==> src/rtl/mem_fu_arbiter_pkg.sv <==
// Shared types and widths for the memory functional-unit arbiter.
// The optional store-priority feature is selected with MEM_ARB_STORE_FIRST_EN.
package mem_arb_pkg;

    localparam int XLEN      = 32;
    localparam int BHW_W     = 3;
    localparam int N_DEFAULT = 4;

    typedef enum logic [1:0] {
        ST_IDLE  = 2'd0,
        ST_ISSUE = 2'd1,
        ST_WAIT  = 2'd2,
        ST_RESP  = 2'd3
    } arb_state_t;

endpackage

==> src/rtl/mem_fu_arbiter_rr_pick.sv <==
// Combinational round-robin picker: first set mask bit searching from last+1
// (modulo N) wins; the result is one-hot with a valid flag.
module rr_pick #(
    parameter int N  = 4,
    parameter int IW = (N > 1) ? $clog2(N) : 1
) (
    input  logic [N-1:0]  mask_i,
    input  logic [IW-1:0] last_i,
    output logic [N-1:0]  win_oh_o,
    output logic          valid_o
);

    logic [IW-1:0] idx;

    always_comb begin
        win_oh_o = '0;
        valid_o  = 1'b0;
        idx      = '0;
        // k = N wraps back to last itself, so it is searched last.
        for (int k = 1; k <= N; k++) begin
            idx = IW'((int'(last_i) + k) % N);
            if (!valid_o && mask_i[idx]) begin
                win_oh_o[idx] = 1'b1;
                valid_o       = 1'b1;
            end
        end
    end

endmodule

==> src/rtl/mem_fu_arbiter.sv <==
// Round-robin owner of the single multi-cycle memory FU: issues one request,
// waits for fu_finish, returns a one-hot done. Optional: MEM_ARB_STORE_FIRST_EN.
module mem_fu_arbiter
    import mem_arb_pkg::*;
#(
    parameter int N  = N_DEFAULT,
    parameter int IW = (N > 1) ? $clog2(N) : 1
) (
    input  logic                clk,
    input  logic                rst,
    input  logic [N-1:0]        req,
    input  logic [N-1:0]        req_w,
    input  logic [BHW_W*N-1:0]  req_bhw,
    input  logic [XLEN*N-1:0]   req_rs1,
    input  logic [XLEN*N-1:0]   req_rs2,
    input  logic [XLEN*N-1:0]   req_imm,
    output logic [N-1:0]        gnt,
    output logic                fu_en,
    output logic                fu_mem_w,
    output logic [BHW_W-1:0]    fu_bhw,
    output logic [XLEN-1:0]     fu_rs1,
    output logic [XLEN-1:0]     fu_rs2,
    output logic [XLEN-1:0]     fu_imm,
    input  logic                fu_finish,
    input  logic [XLEN-1:0]     fu_mem_data,
    output logic [N-1:0]        done,
    output logic [XLEN-1:0]     done_data,
    output logic                busy,
    output logic [1:0]          state_o
);

    // Handshake: a requester holds req and its operands until its gnt bit pulses;
    // req is sampled only in IDLE, so a request withdrawn before gnt is never served.

    arb_state_t        state_q;
    logic [IW-1:0]     last_q;
    logic [IW-1:0]     win_q;
    logic [N-1:0]      win_oh_q;
    logic [N-1:0]      gnt_q;
    logic              fu_en_q;
    logic              fu_mem_w_q;
    logic [BHW_W-1:0]  fu_bhw_q;
    logic [XLEN-1:0]   fu_rs1_q;
    logic [XLEN-1:0]   fu_rs2_q;
    logic [XLEN-1:0]   fu_imm_q;
    logic [N-1:0]      done_q;
    logic [XLEN-1:0]   done_data_q;
    logic              busy_q;

    logic [N-1:0]      pick_oh;
    logic              pick_valid;
    logic [IW-1:0]     win_idx;

`ifdef MEM_ARB_STORE_FIRST_EN
    logic [N-1:0] st_oh;
    logic         st_valid;
    logic [N-1:0] all_oh;
    logic         all_valid;

    rr_pick #(.N(N), .IW(IW)) u_pick_st (
        .mask_i   (req & req_w),
        .last_i   (last_q),
        .win_oh_o (st_oh),
        .valid_o  (st_valid)
    );

    rr_pick #(.N(N), .IW(IW)) u_pick_all (
        .mask_i   (req),
        .last_i   (last_q),
        .win_oh_o (all_oh),
        .valid_o  (all_valid)
    );

    // Any pending store pre-empts every load.
    assign pick_oh    = st_valid ? st_oh : all_oh;
    assign pick_valid = all_valid;
`else
    rr_pick #(.N(N), .IW(IW)) u_pick_all (
        .mask_i   (req),
        .last_i   (last_q),
        .win_oh_o (pick_oh),
        .valid_o  (pick_valid)
    );
`endif

    always_comb begin
        win_idx = '0;
        for (int i = 0; i < N; i++) begin
            if (pick_oh[i]) begin
                win_idx = IW'(i);
            end
        end
    end

    always_ff @(posedge clk) begin
        if (rst) begin
            state_q     <= ST_IDLE;
            last_q      <= IW'(N - 1);
            win_q       <= '0;
            win_oh_q    <= '0;
            gnt_q       <= '0;
            fu_en_q     <= 1'b0;
            fu_mem_w_q  <= 1'b0;
            fu_bhw_q    <= '0;
            fu_rs1_q    <= '0;
            fu_rs2_q    <= '0;
            fu_imm_q    <= '0;
            done_q      <= '0;
            done_data_q <= '0;
            busy_q      <= 1'b0;
        end else begin
            case (state_q)
                ST_IDLE: begin
                    if (pick_valid) begin
                        win_q      <= win_idx;
                        win_oh_q   <= pick_oh;
                        fu_mem_w_q <= req_w[win_idx];
                        fu_bhw_q   <= req_bhw[win_idx*BHW_W +: BHW_W];
                        fu_rs1_q   <= req_rs1[win_idx*XLEN +: XLEN];
                        fu_rs2_q   <= req_rs2[win_idx*XLEN +: XLEN];
                        fu_imm_q   <= req_imm[win_idx*XLEN +: XLEN];
                        // Outputs are registered, so the ISSUE-cycle pulses are set here.
                        fu_en_q    <= 1'b1;
                        gnt_q      <= pick_oh;
                        busy_q     <= 1'b1;
                        state_q    <= ST_ISSUE;
                    end
                end
                ST_ISSUE: begin
                    fu_en_q <= 1'b0;
                    gnt_q   <= '0;
                    last_q  <= win_q;
                    state_q <= ST_WAIT;
                end
                ST_WAIT: begin
                    if (fu_finish) begin
                        done_q      <= win_oh_q;
                        done_data_q <= fu_mem_w_q ? '0 : fu_mem_data;
                        state_q     <= ST_RESP;
                    end
                end
                ST_RESP: begin
                    done_q      <= '0;
                    done_data_q <= '0;
                    busy_q      <= 1'b0;
                    state_q     <= ST_IDLE;
                end
                default: begin
                    state_q <= ST_IDLE;
                end
            endcase
        end
    end

    assign gnt       = gnt_q;
    assign fu_en     = fu_en_q;
    assign fu_mem_w  = fu_mem_w_q;
    assign fu_bhw    = fu_bhw_q;
    assign fu_rs1    = fu_rs1_q;
    assign fu_rs2    = fu_rs2_q;
    assign fu_imm    = fu_imm_q;
    assign done      = done_q;
    assign done_data = done_data_q;
    assign busy      = busy_q;
    assign state_o   = state_q;

endmodule

==> config.mk <==
export PLATFORM = sky130hd
export DESIGN_NAME = mem_fu_arbiter
export DESIGN_NICKNAME = d
export VERILOG_FILES = /design/src/rtl/mem_fu_arbiter_pkg.sv /design/src/rtl/mem_fu_arbiter_rr_pick.sv /design/src/rtl/mem_fu_arbiter.sv
export SDC_FILE = /design/constraint.sdc
export NUM_CORES = 1
export LEC_CHECK = 0
export BUFFER_PORTS_ARGS = -buffer_cell sky130_fd_sc_hd__buf_4
export CORE_AREA = 2 2 229 231
export CTS_CLUSTER_SIZE = 8
export DETAILED_ROUTE_END_ITERATION = 10
export DIE_AREA = 0 0 231 233
export PLACE_DENSITY_LB_ADDON = 0.08
export SETUP_SLACK_MARGIN = 0.15
export SYNTH_ARGS = -nofsm -noshare
export SYNTH_HDL_FRONTEND = slang
export SYNTH_HIERARCHICAL = 1
export SYNTH_SLANG_ARGS = --single-unit
==> constraint.sdc <==
create_clock -name clk -period 2.6 [get_ports clk]
set_input_delay 0.52 -clock clk [delete_from_list [all_inputs] [get_ports clk]]
set_output_delay 0.52 -clock clk [all_outputs]
set_load 0.05 [all_outputs]
==> summary.md, run 1 <==
| Metric | Value |
|---|---|
| DRT Pass-1 Iters | 6 |
| GPL Wtd Cong | 0.890 |
| Layout area overhead | 72.6% |
| Initial antenna violation count | 9 |
| Placed cell count | 2,215 |
| Post-DRT Antenna Nets | 0 |
| Core footprint | 0.0511 sq mm |
| Crit path largest cell delay | 0.39 ns |
| Layout Skew | 0.0115 ns |
| Full die area | 0.0538 sq mm |
| Critical Path End | fu_rs2[4] |
| Most common cell after layout, fill and taps aside | buf_4 |
| Failing checks | setup timing |
| DIE WIDTH | 231 microns |
| Commonest cells after routing, fill and taps aside | buf_4 (635), dfxtp_1 (150), nand2_1 (105) |
| Post-synthesis sequential area ratio | 31.8% |
| Critical path cell sequence | inv_4 -> ha_4 -> mux2i_2 -> mux2_4 -> mux2i_2 -> a221o_4 -> buf_12 -> nor2_4 -> buf_12 -> buf_12 -> nand2_1 -> a211oi_2 |
| Beginning of the critical path | last_q[0] |
| DP HPWL | 40.0 mm |
| Synth warn | 6 |
| Drc violations | 0 |
| VDD IR-drop max | 0.575 mV |
| Final period utilization | 103% |
| Crit Path Class | flop to flop |
| Tot GR Track Use | 18.5% |
| Worst-Margin Slew | 0.526 ns |
| Commonest register cell after synthesis | dfxtp_1 |
| CP max FO | 10 |
| Worst path most repeated cell | buf_12 |
| Chip height | 233 microns |
| Multi-input logic area | 0.00622 sq mm |
| EDFF count, synth | 0 |
| Starting density of the core | 18.7% |
| Final setup viols | 99 |
| I/O pin cnt | 583 |
| Critical path's slowest cell | dfxtp_4 |
| Num CTS Buffers | 17 |
| RSZ-0062 raised after global routing | yes |
| CP Depth | 12 |
| Critical path endpoint category | flop |
| Fillers | 5,321 |
| Worst r2r path cells | 12 |
| Total negative slack | -4.94 ns |
| Gr ovfl total | 0 |
| First-pass GRT wire length | 72.0 mm |
| Power Dens Cells | 1460 mW/mm^2 |
| Post-DR vias/cell | 4.42 |
| Ratio of cells with drive above 1 in the final layout | 64.7% |
| Hold WC Path Type | input port to flop |
| H-Tree Level Count | 4 |
| Largest net degree at the start of global routing | 46 |
| Syn Area/Cell | 9.86 sq um |
| Layout Cells excl Fill | 2,276 |
| Nets@finish | 2,027 |
| DRT Wirelength | 52.0 mm |
| FF+latch area | 0.00305 sq mm |
| Avg WL per Cell | 22.9 microns |
| CTS root buffer | clkbuf_16 |
| Worst endpoint required time | 3.00 ns |
| Reg2reg start | last_q[0] |
| #FFs+latches synth | 152 |
| Vias | 10.1k |
| Worst reg2reg setup slack | -0.09 ns |
| Relative slew margins | 64.9% |
| Clock sinks | 152 |
| Final min period | 2.69 ns |
| Synth Instances | 971 |
| Max-cap violations | 0 |
| Crit-path leading delay family | multiplexers |
| Fmax | 372 MHz |
| Synth Cell Area | 0.00957 sq mm |
| I/O Buffers | 582 |
| Worst flop-to-flop path endpoint | fu_rs2[4] |
| Final setup margin | -0.0888 ns |
| Max Root-Sink Buffers | 2 |
| Insertion delay to the later sink of the worst-skew pair | 0.48 ns |
| Ys async rst share | 0% |
| Syn_nets | 1,423 |
| Status | complete, but fails checks |
| P_leak | 7.20 nW |
| Cell Rows | 83 |
| Worst path bufs/invs | 4 |
| Clock-pin slew on the worst setup and hold paths | 0.07 ns |
| CTS tree | yes |
| Final hold violation count | 0 |
| Slew Viols, Final | 0 |
| WP data arrival | 3.09 ns |
| Startpoint Class | flop |
| Initial DRC count | 346 |
| Netlist cell types | 37 |
| Number of global-route vias before repair | 10.4k |
| Final core utilization | 32.3% |
metrics by stage:
| stage | hold slack, ns | power, mW | area, sq um | setup WS, ns |
|---|---|---|---|---|
| floorplan | 0.436 | 14.3 | 9700 | 0.0525 |
| global route | 0.262 | 25.6 | 16500 | -0.186 |
| finish | 0.305 | 24.1 | 16500 | -0.0888 |
| CTS | 0.252 | 23.5 | 16200 | -0.0786 |
| global placement | 0.440 | 19.7 | 15300 | -0.358 |
| detailed placement | 0.446 | 19.8 | 15300 | -0.331 |
metal layers:
metal / part of all wire, % / up-vias / GRT usage [%]
met4: 2.6 / 6 / 7.78
met2: 50 / 326 / 31.4
met1: 40 / 4851 / 21.2
met3: 7.5 / 57 / 5.99
met5: 0.15 / - / 0.643
li1: - / 4823 / -
kinds of logic (layout without fill, tap and decap cells):
group | count (synthesis) | count (layout) | share of synthesized area (%)
and+or+nand+nor | 322 | 322 | 13.9
AOI/OAI and AO/OA | 265 | 265 | 32.6
DFF | 152 | 152 | 31.8
muxes | 113 | 113 | 13.4
buffers and inverters | 106 | 723 | 6.58
adders and majority gates | 13 | 13 | 1.70
other | 0 | 8 | 0
power by group:
group	switching, mW	total [mW]	internal [mW]
registers	0.465	3.60	3.13
clock network	1.18	2.73	1.54
logic	10.3	17.8	7.47
total	11.9	24.1	12.1
final cells by class:
class                      count  share of cell area [%]
multi-input combinational    713                    37.7
clock buffer                  19                    2.68
timing repair buffer         682                    34.7
inverter                       9                   0.235
sequential                   152                    18.5
tap                          680                    5.15
antenna                        8                   0.121
clock inverter                13                    1.02
cells in the mapped netlist (4+ instances only):
cell type | instances | area share, %
nor2_1 | 106 | 4.2
buf_6 | 12 | 1.4
o21ai_0 | 4 | 0.21
a221o_1 | 4 | 0.42
mux2i_1 | 8 | 0.84
dfxtp_1 | 152 | 32
clkbuf_1 | 20 | 0.78
buf_4 | 25 | 2.0
mux2_2 | 38 | 4.5
nand2_1 | 152 | 6.0
nand3b_1 | 5 | 0.39
nor3_1 | 5 | 0.26
a211oi_2 | 100 | 13
buf_2 | 38 | 2.0
mux2_1 | 65 | 7.6
nand3_1 | 37 | 1.9
a21oi_1 | 50 | 2.6
a221oi_2 | 100 | 16
nand2b_1 | 4 | 0.26
inv_1 | 9 | 0.35
nor2b_1 | 5 | 0.33
ha_1 | 13 | 1.7
how the worst min path moves through the flow:
stage	from	endpoint	slack, ns	cells after the start
after detailed placement	done_data[16]	done_data[16]	0.45	2
after CTS	fu_mem_data[29]	done_data[29]	0.25	3
final	fu_mem_data[14]	done_data[14]	0.30	3
after global routing	fu_mem_data[29]	done_data[29]	0.26	3
after floorplan	win_q[0]	last_q[0]	0.44	1
after global placement	done_data[6]	done_data[6]	0.44	2
sequential cells by signal (all words and copies together) (netlist names), 3 cells and up:
register	flops
done_data	32
fu_bhw	3
fu_rs1	32
win_oh_q	4
done	4
fu_rs2	32
fu_imm	32
gnt	4
worst min-delay path, stage by stage:
cell and delay (ns):
buf_4 0.11, nand3_1 0.05, a21oi_1 0.06
repair_timing:
action,4_1_cts,5_1_grt
resized for setup,41,48
gates cloned,2,6
pin swaps,4,2
hold buffers,0,0
endpoints found under the setup margin,102,103
setup buffers,10,3
Power figures use the tool's default switching activity.
==> inputs of run 2 (changes only) <==
Settings changed: CORE_AREA 2 2 229 231 to 2 2 226 228, DIE_AREA 0 0 231 233 to 0 0 228 230, SYNTH_HIERARCHICAL 1 to unset.
==> run 2 against run 1 <==
Via count rose by 36%. Sequential power about the same. Cell area up 13%. Fmax is 0.16% higher. The run still ends with setup timing left. Sequential share of layout area shrank 2.1 points. Largest power group unchanged. Largest cell class unchanged.
==> summary.md, run 2 <==
| Metric | Value |
|---|---|
| Comb pwr share | 78.3% (was 73.7%) |
| Commonest cells after routing, fill and taps aside | buf_4 (624), dfxtp_1 (150), nand2_1 (148) (was buf_4 (635), dfxtp_1 (150), nand2_1 (105)) |
| Psw | 15.1 mW (was 11.9 mW) |
| DP HPWL | 42.8 mm (was 40.0 mm) |
| DIE WIDTH | 228 microns (was 231 microns) |
| Critical path cell sequence | clkinvlp_4 -> ha_4 -> mux2i_4 -> o22ai_2 -> a2111oi_4 -> o21a_4 -> buf_12 -> buf_12 -> clkbuf_16 -> nand3_2 -> a31oi_1 (was inv_4 -> ha_4 -> mux2i_2 -> mux2_4 -> mux2i_2 -> a221o_4 -> buf_12 -> nor2_4 -> buf_12 -> buf_12 -> nand2_1 -> a211oi_2) |
| Avg WL per Cell | 24.8 microns (was 22.9 microns) |
| I/O pin cnt | 583 (unchanged) |
| Multi-input logic area | 0.00727 sq mm (was 0.00622 sq mm) |
| Area leader, netlist | dfxtp_1 (unchanged) |
| Slew Viols, Final | 0 (unchanged) |
| Num CTS Buffers | 17 (unchanged) |
| Chip height | 230 microns (was 233 microns) |
| Max-cap violations | 0 (unchanged) |
| VDD IR-drop max | 0.765 mV (was 0.575 mV) |
| Post-synthesis sequential area ratio | 29.0% (was 31.8%) |
| Startpoint Class | flop (unchanged) |
| Final hold violation count | 0 (unchanged) |
| Relative slew margins | 35.9% (was 64.9%) |
| Post-synth top cells | dfxtp_1 (152), nand2_1 (148), a21oi_1 (143) (was dfxtp_1 (152), nand2_1 (152), nor2_1 (106)) |
| Largest net degree at the start of global routing | 87 (was 46) |
| Status | complete, but fails checks (unchanged) |
| Core footprint | 0.0499 sq mm (was 0.0511 sq mm) |
| Worst-Margin Slew | 0.961 ns (was 0.526 ns) |
| Drc violations | 0 (unchanged) |
| Fmax | 373 MHz (was 372 MHz) |
| Total negative slack | -3.16 ns (was -4.94 ns) |
| WP data arrival | 3.10 ns (was 3.09 ns) |
| DRT Wirelength | 65.0 mm (was 52.0 mm) |
| Initial antenna violation count | 6 (was 9) |
| Final setup margin | -0.0845 ns (was -0.0888 ns) |
| Synth top area cells | dfxtp_1 (29%), o211a_1 (9.5%), o2bb2ai_1 (7.5%) (was dfxtp_1 (32%), a221oi_2 (16%), a211oi_2 (13%)) |
| Net Sw Frac | 51.5% (was 49.6%) |
| Full die area | 0.0524 sq mm (was 0.0538 sq mm) |
| Crit Path Class | flop to flop (unchanged) |
| Ys async rst share | 0% (unchanged) |
| CTS tree | yes (unchanged) |
| Max Root-Sink Buffers | 2 (unchanged) |
| Total power | 29.3 mW (was 24.1 mW) |
| Crit path largest cell delay | 0.41 ns (was 0.39 ns) |
| H-Tree Level Count | 4 (unchanged) |
| Netlist cell types | 45 (was 37) |
| Most common cell in the netlist | dfxtp_1 |
| Hold WC Path Type | input port to flop (unchanged) |
| Layout area overhead | 77.8% (was 72.6%) |
| Final setup viols | 79 (was 99) |
| Cell Rows | 82 (was 83) |
| I/O Buffers | 582 (unchanged) |
| Clock share of power | 9.4% (was 11.3%) |
| Layout Skew | 0.0128 ns (was 0.0115 ns) |
| Worst r2r path cells | 11 (was 12) |
| Tot GR Track Use | 22.9% (was 18.5%) |
| Post-DRT Antenna Nets | 0 (unchanged) |
| Clock sinks | 152 (unchanged) |
| Worst endpoint required time | 3.02 ns (was 3.00 ns) |
| Final min period | 2.68 ns (was 2.69 ns) |
| Placed cell areas | 0.0163 sq mm (was 0.0153 sq mm) |
| RSZ-0062 raised after global routing | yes (unchanged) |
| Insertion delay to the later sink of the worst-skew pair | 0.51 ns (was 0.48 ns) |
| P_leak | 8.28 nW (was 7.20 nW) |
| Fillers | 5,246 (was 5,321) |
| Failing checks | setup timing (unchanged) |
| Critical path endpoint category | flop (unchanged) |
| Nets@finish | 2,383 (was 2,027) |
| DRT Pass-1 Iters | 5 (was 6) |
| Final period utilization | 103% (about the same) |
| CP max FO | 7 (was 10) |
| Power Dens Cells | 1570 mW/mm^2 (was 1460 mW/mm^2) |
| Syn_nets | 1,805 (was 1,423) |
| First-pass GRT wire length | 90.7 mm (was 72.0 mm) |
| Post-DR vias/cell | 5.22 (was 4.42) |
| GPL Wtd Cong | 0.826 (was 0.890) |
| Clock-pin slew on the worst setup and hold paths | 0.09 ns (was 0.07 ns) |
| Worst path most repeated cell | buf_12 (unchanged) |
| Synth Cell Area | 0.0105 sq mm (was 0.00957 sq mm) |
| Commonest register cell after synthesis | dfxtp_1 (unchanged) |
| Vias | 13.7k (was 10.1k) |
| #FFs+latches synth | 152 (unchanged) |
| Internal power | 14.2 mW (was 12.1 mW) |
| Ratio of cells with drive above 1 in the final layout | 46.6% (was 64.7%) |
| Post-CTS Hold Fix Bufs | 0 (unchanged) |
| Initial DRC count | 910 (was 346) |
| Synth warn | 0 (was 6) |
| Cell area after layout | 0.0187 sq mm (was 0.0165 sq mm) |
| Worst Hold Depth | 3 (unchanged) |
| Syn Area/Cell | 7.77 sq um (was 9.86 sq um) |
| Area share of the largest cell type after synthesis | 29.0% (was 31.8%) |
| Most common cell after layout, fill and taps aside | buf_4 (unchanged) |
| Synth Instances | 1,353 (was 971) |
| Number of global-route vias before repair | 13.5k (was 10.4k) |
| Starting density of the core | 21.1% (was 18.7%) |
| Gr ovfl total | 0 (unchanged) |
| EDFF count, synth | 0 (unchanged) |
| Critical path's slowest cell | a2111oi_4 (was dfxtp_4) |
| Reg power frac | 12.3% (was 14.9%) |
| FF+latch area | 0.00305 sq mm (about the same) |
| CTS root buffer | clkbuf_16 (unchanged) |
-- run 2: changes by cell type after synthesis, sizes merged, moves of 94 or more --
cell / before / now
a211oi: 101 / 3
a21oi: 50 / 144
a221oi: 100 / 0
mux2: 103 / 3
nand3: 38 / 132
o211a: 0 / 100
o211ai: 0 / 103
o2bb2ai: 0 / 100
-- run 2: through the flow --
| stage | instances | hold WS, ns | setup slack (ns) | util, % |
|---|---|---|---|---|
| final | 2619 | 0.266 | -0.0845 | 37.5 |
| after global routing | 2619 | 0.255 | -0.215 | 37.5 |
| after global placement | 2527 | 0.439 | -0.119 | 32.8 |
| after floorplan | 1353 | 0.436 | 0.0364 | - |
| after CTS | 2588 | 0.230 | -0.0469 | 35.5 |
| after detailed placement | 2527 | 0.445 | -0.135 | 32.8 |
-- run 2: kinds of logic after synthesis --
| family | count (synthesis) | share of synthesized area [%] |
|---|---|---|
| flops | 152 | 29.0 |
| mux | 11 | 1.36 |
| simple gates | 360 | 15.2 |
| fa+ha+maj | 13 | 1.55 |
| buf+inv | 179 | 7.98 |
| compound gates | 638 | 45.0 |
-- run 2: power by group through the flow --
stage	clock (mW)	combinational [mW]	sequential [mW]
4_1_cts	2.83	20.3	3.60
3_5_place_dp	0	17.8	3.64
3_3_place_gp	0	17.8	3.64
6_report	2.74	22.9	3.61
2_1_floorplan	0	8.80	5.99
5_1_grt	2.91	24.3	3.70
-- run 2: layout make-up --
cell class | count | area share (%)
Clock buffer | 17 | 2.28
Inverter | 6 | 0.141
Timing Repair Buffer | 732 | 36.9
Clock inverter | 15 | 0.964
Multi-Input combinational cell | 1022 | 38.9
Tap cell | 672 | 4.50
Antenna cell | 3 | 0.0402
Sequential cell | 152 | 16.3
-- run 2: routing by layer --
metal  wire length [microns]  GRT usage (%)
met5                      27              0
met4                    1260           6.43
met3                    4490           6.91
met2                   31800           38.8
met1                   27400           27.9
-- run 2: repair_timing --
item / 4_1_cts / 5_1_grt
gates cloned: 13 / 22
setup endpoints to repair: 105 / 108
buffers inserted: 16 / 6
pin swaps: 57 / 74
gates resized for setup: 61 / 83
-- run 2: path summary, 6_finish.rpt --
check	end	startpoint	slack [ns]
max reg2reg	fu_rs1[23]	last_q[1]	-0.08
min reg2reg	done_data[9]	done_data[9]	0.45
min	fu_rs1[29]	req_rs1[93]	0.27
max	fu_rs1[23]	last_q[1]	-0.08
-- run 2: worst max-delay path, delay by kind of cell, from the launching register on --
kind	cells	cell delay, ns
AO/OA/AOI/OAI	4	0.94
buffers and inverters	4	0.60
flip-flops	1	0.36
adder cells (fa/ha/maj)	1	0.34
multiplexers	1	0.27
AND/OR/NAND/NOR	1	0.07
==> inputs of run 3 (changes only) <==
Settings changed: ABC_AREA set to 1, CORE_AREA 2 2 226 228 to 2 2 229 231, DIE_AREA 0 0 228 230 to 0 0 231 233.
==> run 3 against run 2 <==
The run now ends clean. Via count up 6.0%. Total power rose by 12%. Register-to-register slack improved by 0.21 ns. Die area grew 2.6%. Fmax rose by 8.6%. Sequential power fell by 2%. First-iteration DRC count shrank 35%. Global-route usage is 2.4 points lower.
==> summary.md, run 3 <==
| Metric | Value |
|---|---|
| Status | complete, no violations (was complete, but fails checks) |
| Slew Viols, Final | 0 (unchanged) |
| Placed cell count | 3,142 (was 2,527) |
| Final setup margin | 0.129 ns (was -0.0845 ns) |
| Layout Skew | 0.0135 ns (was 0.0128 ns) |
| Net Sw Frac | 55.0% (was 51.5%) |
| WP data arrival | 2.86 ns (was 3.10 ns) |
| Vias | 14.5k (was 13.7k) |
| Power Dens Cells | 1790 mW/mm^2 (was 1570 mW/mm^2) |
| Fmax | 405 MHz (was 373 MHz) |
| GPL Wtd Cong | 0.856 (was 0.826) |
| Critical path's slowest cell | dfxtp_2 (was a2111oi_4) |
| Gr ovfl total | 0 (unchanged) |
| Fillers | 5,650 (was 5,246) |
| Most common cell after layout, fill and taps aside | buf_4 (unchanged) |
| Layout Cells excl Fill | 3,232 (was 2,619) |
| Pre-CTS setup slack | -0.129 ns (was -0.135 ns) |
| Initial DRC count | 596 (was 910) |
| Area leader, netlist | dfxtp_1 (unchanged) |
| Synth warn | 0 (unchanged) |
| Final hold violation count | 0 (unchanged) |
| Core footprint | 0.0511 sq mm (was 0.0499 sq mm) |
| Starting density of the core | 21.1% (about the same) |
| Syn_nets | 2,414 (was 1,805) |
| Netlist cell types | 25 (was 45) |
| Startpoint Class | flop (unchanged) |
| Most common cell in the netlist | nand2_1 (was dfxtp_1) |
| Final core utilization | 36.0% (was 37.5%) |
| RSZ-0062 raised after global routing | yes (unchanged) |
| Post-synth top cells | nand2_1 (631), inv_1 (316), nor2_1 (278) (was dfxtp_1 (152), nand2_1 (148), a21oi_1 (143)) |
| DIE WIDTH | 231 microns (was 228 microns) |
| Multi-input logic area | 0.00653 sq mm (was 0.00727 sq mm) |
| Layout area overhead | 70.9% (was 77.8%) |
| Relative slew margins | 61.0% (was 35.9%) |
| Full die area | 0.0538 sq mm (was 0.0524 sq mm) |
| Max-cap violations | 0 (unchanged) |
| Drc violations | 0 (unchanged) |
| CTS tree | yes (unchanged) |
| Synth top area cells | dfxtp_1 (28%), nand2_1 (22%), inv_1 (11%) (was dfxtp_1 (29%), o211a_1 (9.5%), o2bb2ai_1 (7.5%)) |
| #FFs+latches synth | 152 (unchanged) |
| Crit Path Class | flop to flop (unchanged) |
| Avg WL per Cell | 19.0 microns (was 24.8 microns) |
| Largest net degree at the start of global routing | 85 (was 87) |
| Initial antenna violation count | 11 (was 6) |
| Max Root-Sink Buffers | 2 (unchanged) |
| Number of global-route vias before repair | 13.9k (was 13.5k) |
| Ys async rst share | 0% (unchanged) |
| I/O pin cnt | 583 (unchanged) |
| Critical path cell sequence | inv_2 -> ha_4 -> inv_4 -> nand3_4 -> nand2_4 -> nand2_4 -> buf_6 -> nor2_4 -> nand3_4 -> nand2_8 -> clkinv_8 -> buf_12 -> nand2_8 -> buf_12 -> buf_4 -> nand2_1 -> nand2_1 -> a21oi_2 (was clkinvlp_4 -> ha_4 -> mux2i_4 -> o22ai_2 -> a2111oi_4 -> o21a_4 -> buf_12 -> buf_12 -> clkbuf_16 -> nand3_2 -> a31oi_1) |
| Cell Rows | 83 (was 82) |
| Crit path largest cell delay | 0.34 ns (was 0.41 ns) |
| DP HPWL | 40.8 mm (was 42.8 mm) |
| Chip height | 233 microns (was 230 microns) |
| Synth Cell Area | 0.0108 sq mm (was 0.0105 sq mm) |
| Final setup viols | 0 (was 79) |
| Num CTS Buffers | 17 (unchanged) |
| Clock share of power | 8.4% (was 9.4%) |
| Synth Instances | 1,962 (was 1,353) |
| Nets@finish | 2,989 (was 2,383) |
| I/O Buffers | 582 (unchanged) |
| Final period utilization | 95.1% (was 103%) |
| Hold WC Path Type | input port to flop (unchanged) |
| Comb pwr share | 80.8% (was 78.3%) |
| Commonest cells after routing, fill and taps aside | buf_4 (619), nand2_1 (556), inv_1 (313) (was buf_4 (624), dfxtp_1 (150), nand2_1 (148)) |
| Internal power | 14.8 mW (was 14.2 mW) |
| Insertion delay to the later sink of the worst-skew pair | 0.50 ns (was 0.51 ns) |
| VDD IR-drop max | 0.862 mV (was 0.765 mV) |
| Psw | 18.1 mW (was 15.1 mW) |
| P_leak | 9.84 nW (was 8.28 nW) |
| Post-synthesis sequential area ratio | 28.3% (was 29.0%) |
| DRT Wirelength | 61.4 mm (was 65.0 mm) |
| H-Tree Level Count | 4 (unchanged) |
| Clock-pin slew on the worst setup and hold paths | 0.08 ns (was 0.09 ns) |
| Tot GR Track Use | 20.5% (was 22.9%) |
| CP max FO | 8 (was 7) |
| Post-CTS Hold Fix Bufs | 0 (unchanged) |
| Ratio of cells with drive above 1 in the final layout | 34.3% (was 46.6%) |
| Syn Area/Cell | 5.49 sq um (was 7.77 sq um) |
| Critical path endpoint category | flop (unchanged) |
| First-pass GRT wire length | 83.3 mm (was 90.7 mm) |
| FF+latch area | 0.00305 sq mm (about the same) |
| CTS root buffer | clkbuf_16 (unchanged) |
| Reg power frac | 10.8% (was 12.3%) |
| Worst-Margin Slew | 0.579 ns (was 0.961 ns) |
| EDFF count, synth | 0 (unchanged) |
| Worst endpoint required time | 2.99 ns (was 3.02 ns) |
| Post-DR vias/cell | 4.49 (was 5.22) |
| Post-DRT Antenna Nets | 0 (unchanged) |
| Final min period | 2.47 ns (was 2.68 ns) |
| Commonest register cell after synthesis | dfxtp_1 (unchanged) |
| Clock sinks | 152 (unchanged) |
| Area share of the largest cell type after synthesis | 28.3% (was 29.0%) |
| DRT Pass-1 Iters | 5 (unchanged) |
run 3: cell count changes after synthesis, moves of 90 or more:
cell / change
o2bb2ai_1: -90
o211ai_1: -103
nand2_1: +483
nor2_1: +226
inv_1: +310
o211a_1: -100
run 3: timing repair:
action                     CTS  global route
cloned                       5            27
setup endpoints to repair  101           101
pin swaps                    4            68
setup buffers               10            14
resized for setup           31           165
hold endpoints to repair     0             0
run 3: worst paths after layout:
check / from / endpoint / slack (ns) / cells after the start
setup / recovery: last_q[1] / fu_rs2[12] / 0.13 / 18
hold / removal: fu_mem_data[26] / done_data[26] / 0.29 / 3
setup reg to reg: last_q[1] / fu_rs2[12] / 0.13 / 18
hold reg to reg: done_data[9] / done_data[9] / 0.47 / 2
run 3: layout make-up:
cell class | instances | area share, %
Multi-Input combinational cell | 1358 | 35.5
Timing Repair Buffer | 688 | 33.3
Sequential cell | 152 | 16.6
Inverter | 320 | 6.75
Tap cell | 680 | 4.62
Clock buffer | 18 | 2.39
Clock inverter | 14 | 0.925
Antenna cell | 2 | 0.0272
run 3: power by group through the flow:
stage               Clock, mW  Sequential, mW  Combinational [mW]
floorplan                   0            5.95                10.8
global placement            0            3.59                20.0
detailed placement          0            3.59                20.0
CTS                      2.86            3.56                21.8
global route             2.93            3.64                28.8
finish                   2.76            3.55                26.6
run 3: routing by layer:
metal	GRT usage [%]	vias up	part of all wire (%)
met4	7.90	18	2.7
met1	24.7	6763	42
met2	34.4	459	48
met5	0	-	0.21
li1	-	7171	-
met3	5.94	94	6.8
run 3: per-stage QoR:
stage          power (mW)  setup TNS [ns]  instance area (sq um)  hold WS (ns)
6_report             32.9               0                  18400         0.290
3_5_place_dp         23.6           -5.60                  16100         0.455
5_1_grt              35.4               0                  18400         0.269
2_1_floorplan        16.7               0                  10800         0.433
4_1_cts              28.2               0                  17100         0.245
3_3_place_gp         23.6           -1.54                  16100         0.451
run 3: logic make-up after synthesis:
| family | Yosys count | synth area share [%] |
|---|---|---|
| compound gates | 243 | 11.5 |
| fa+ha+maj | 13 | 1.51 |
| flops | 152 | 28.3 |
| buf+inv | 453 | 16.6 |
| simple gates | 1101 | 42.1 |
run 3: worst max-delay path: cells and delay by family, from the launching register on:
kind / cells / cell delay (ns)
AND/OR/NAND/NOR: 9 / 0.92
buffers and inverters: 7 / 0.76
flip-flops: 1 / 0.34
adder cells (fa/ha/maj): 1 / 0.26
AO/OA/AOI/OAI: 1 / 0.06
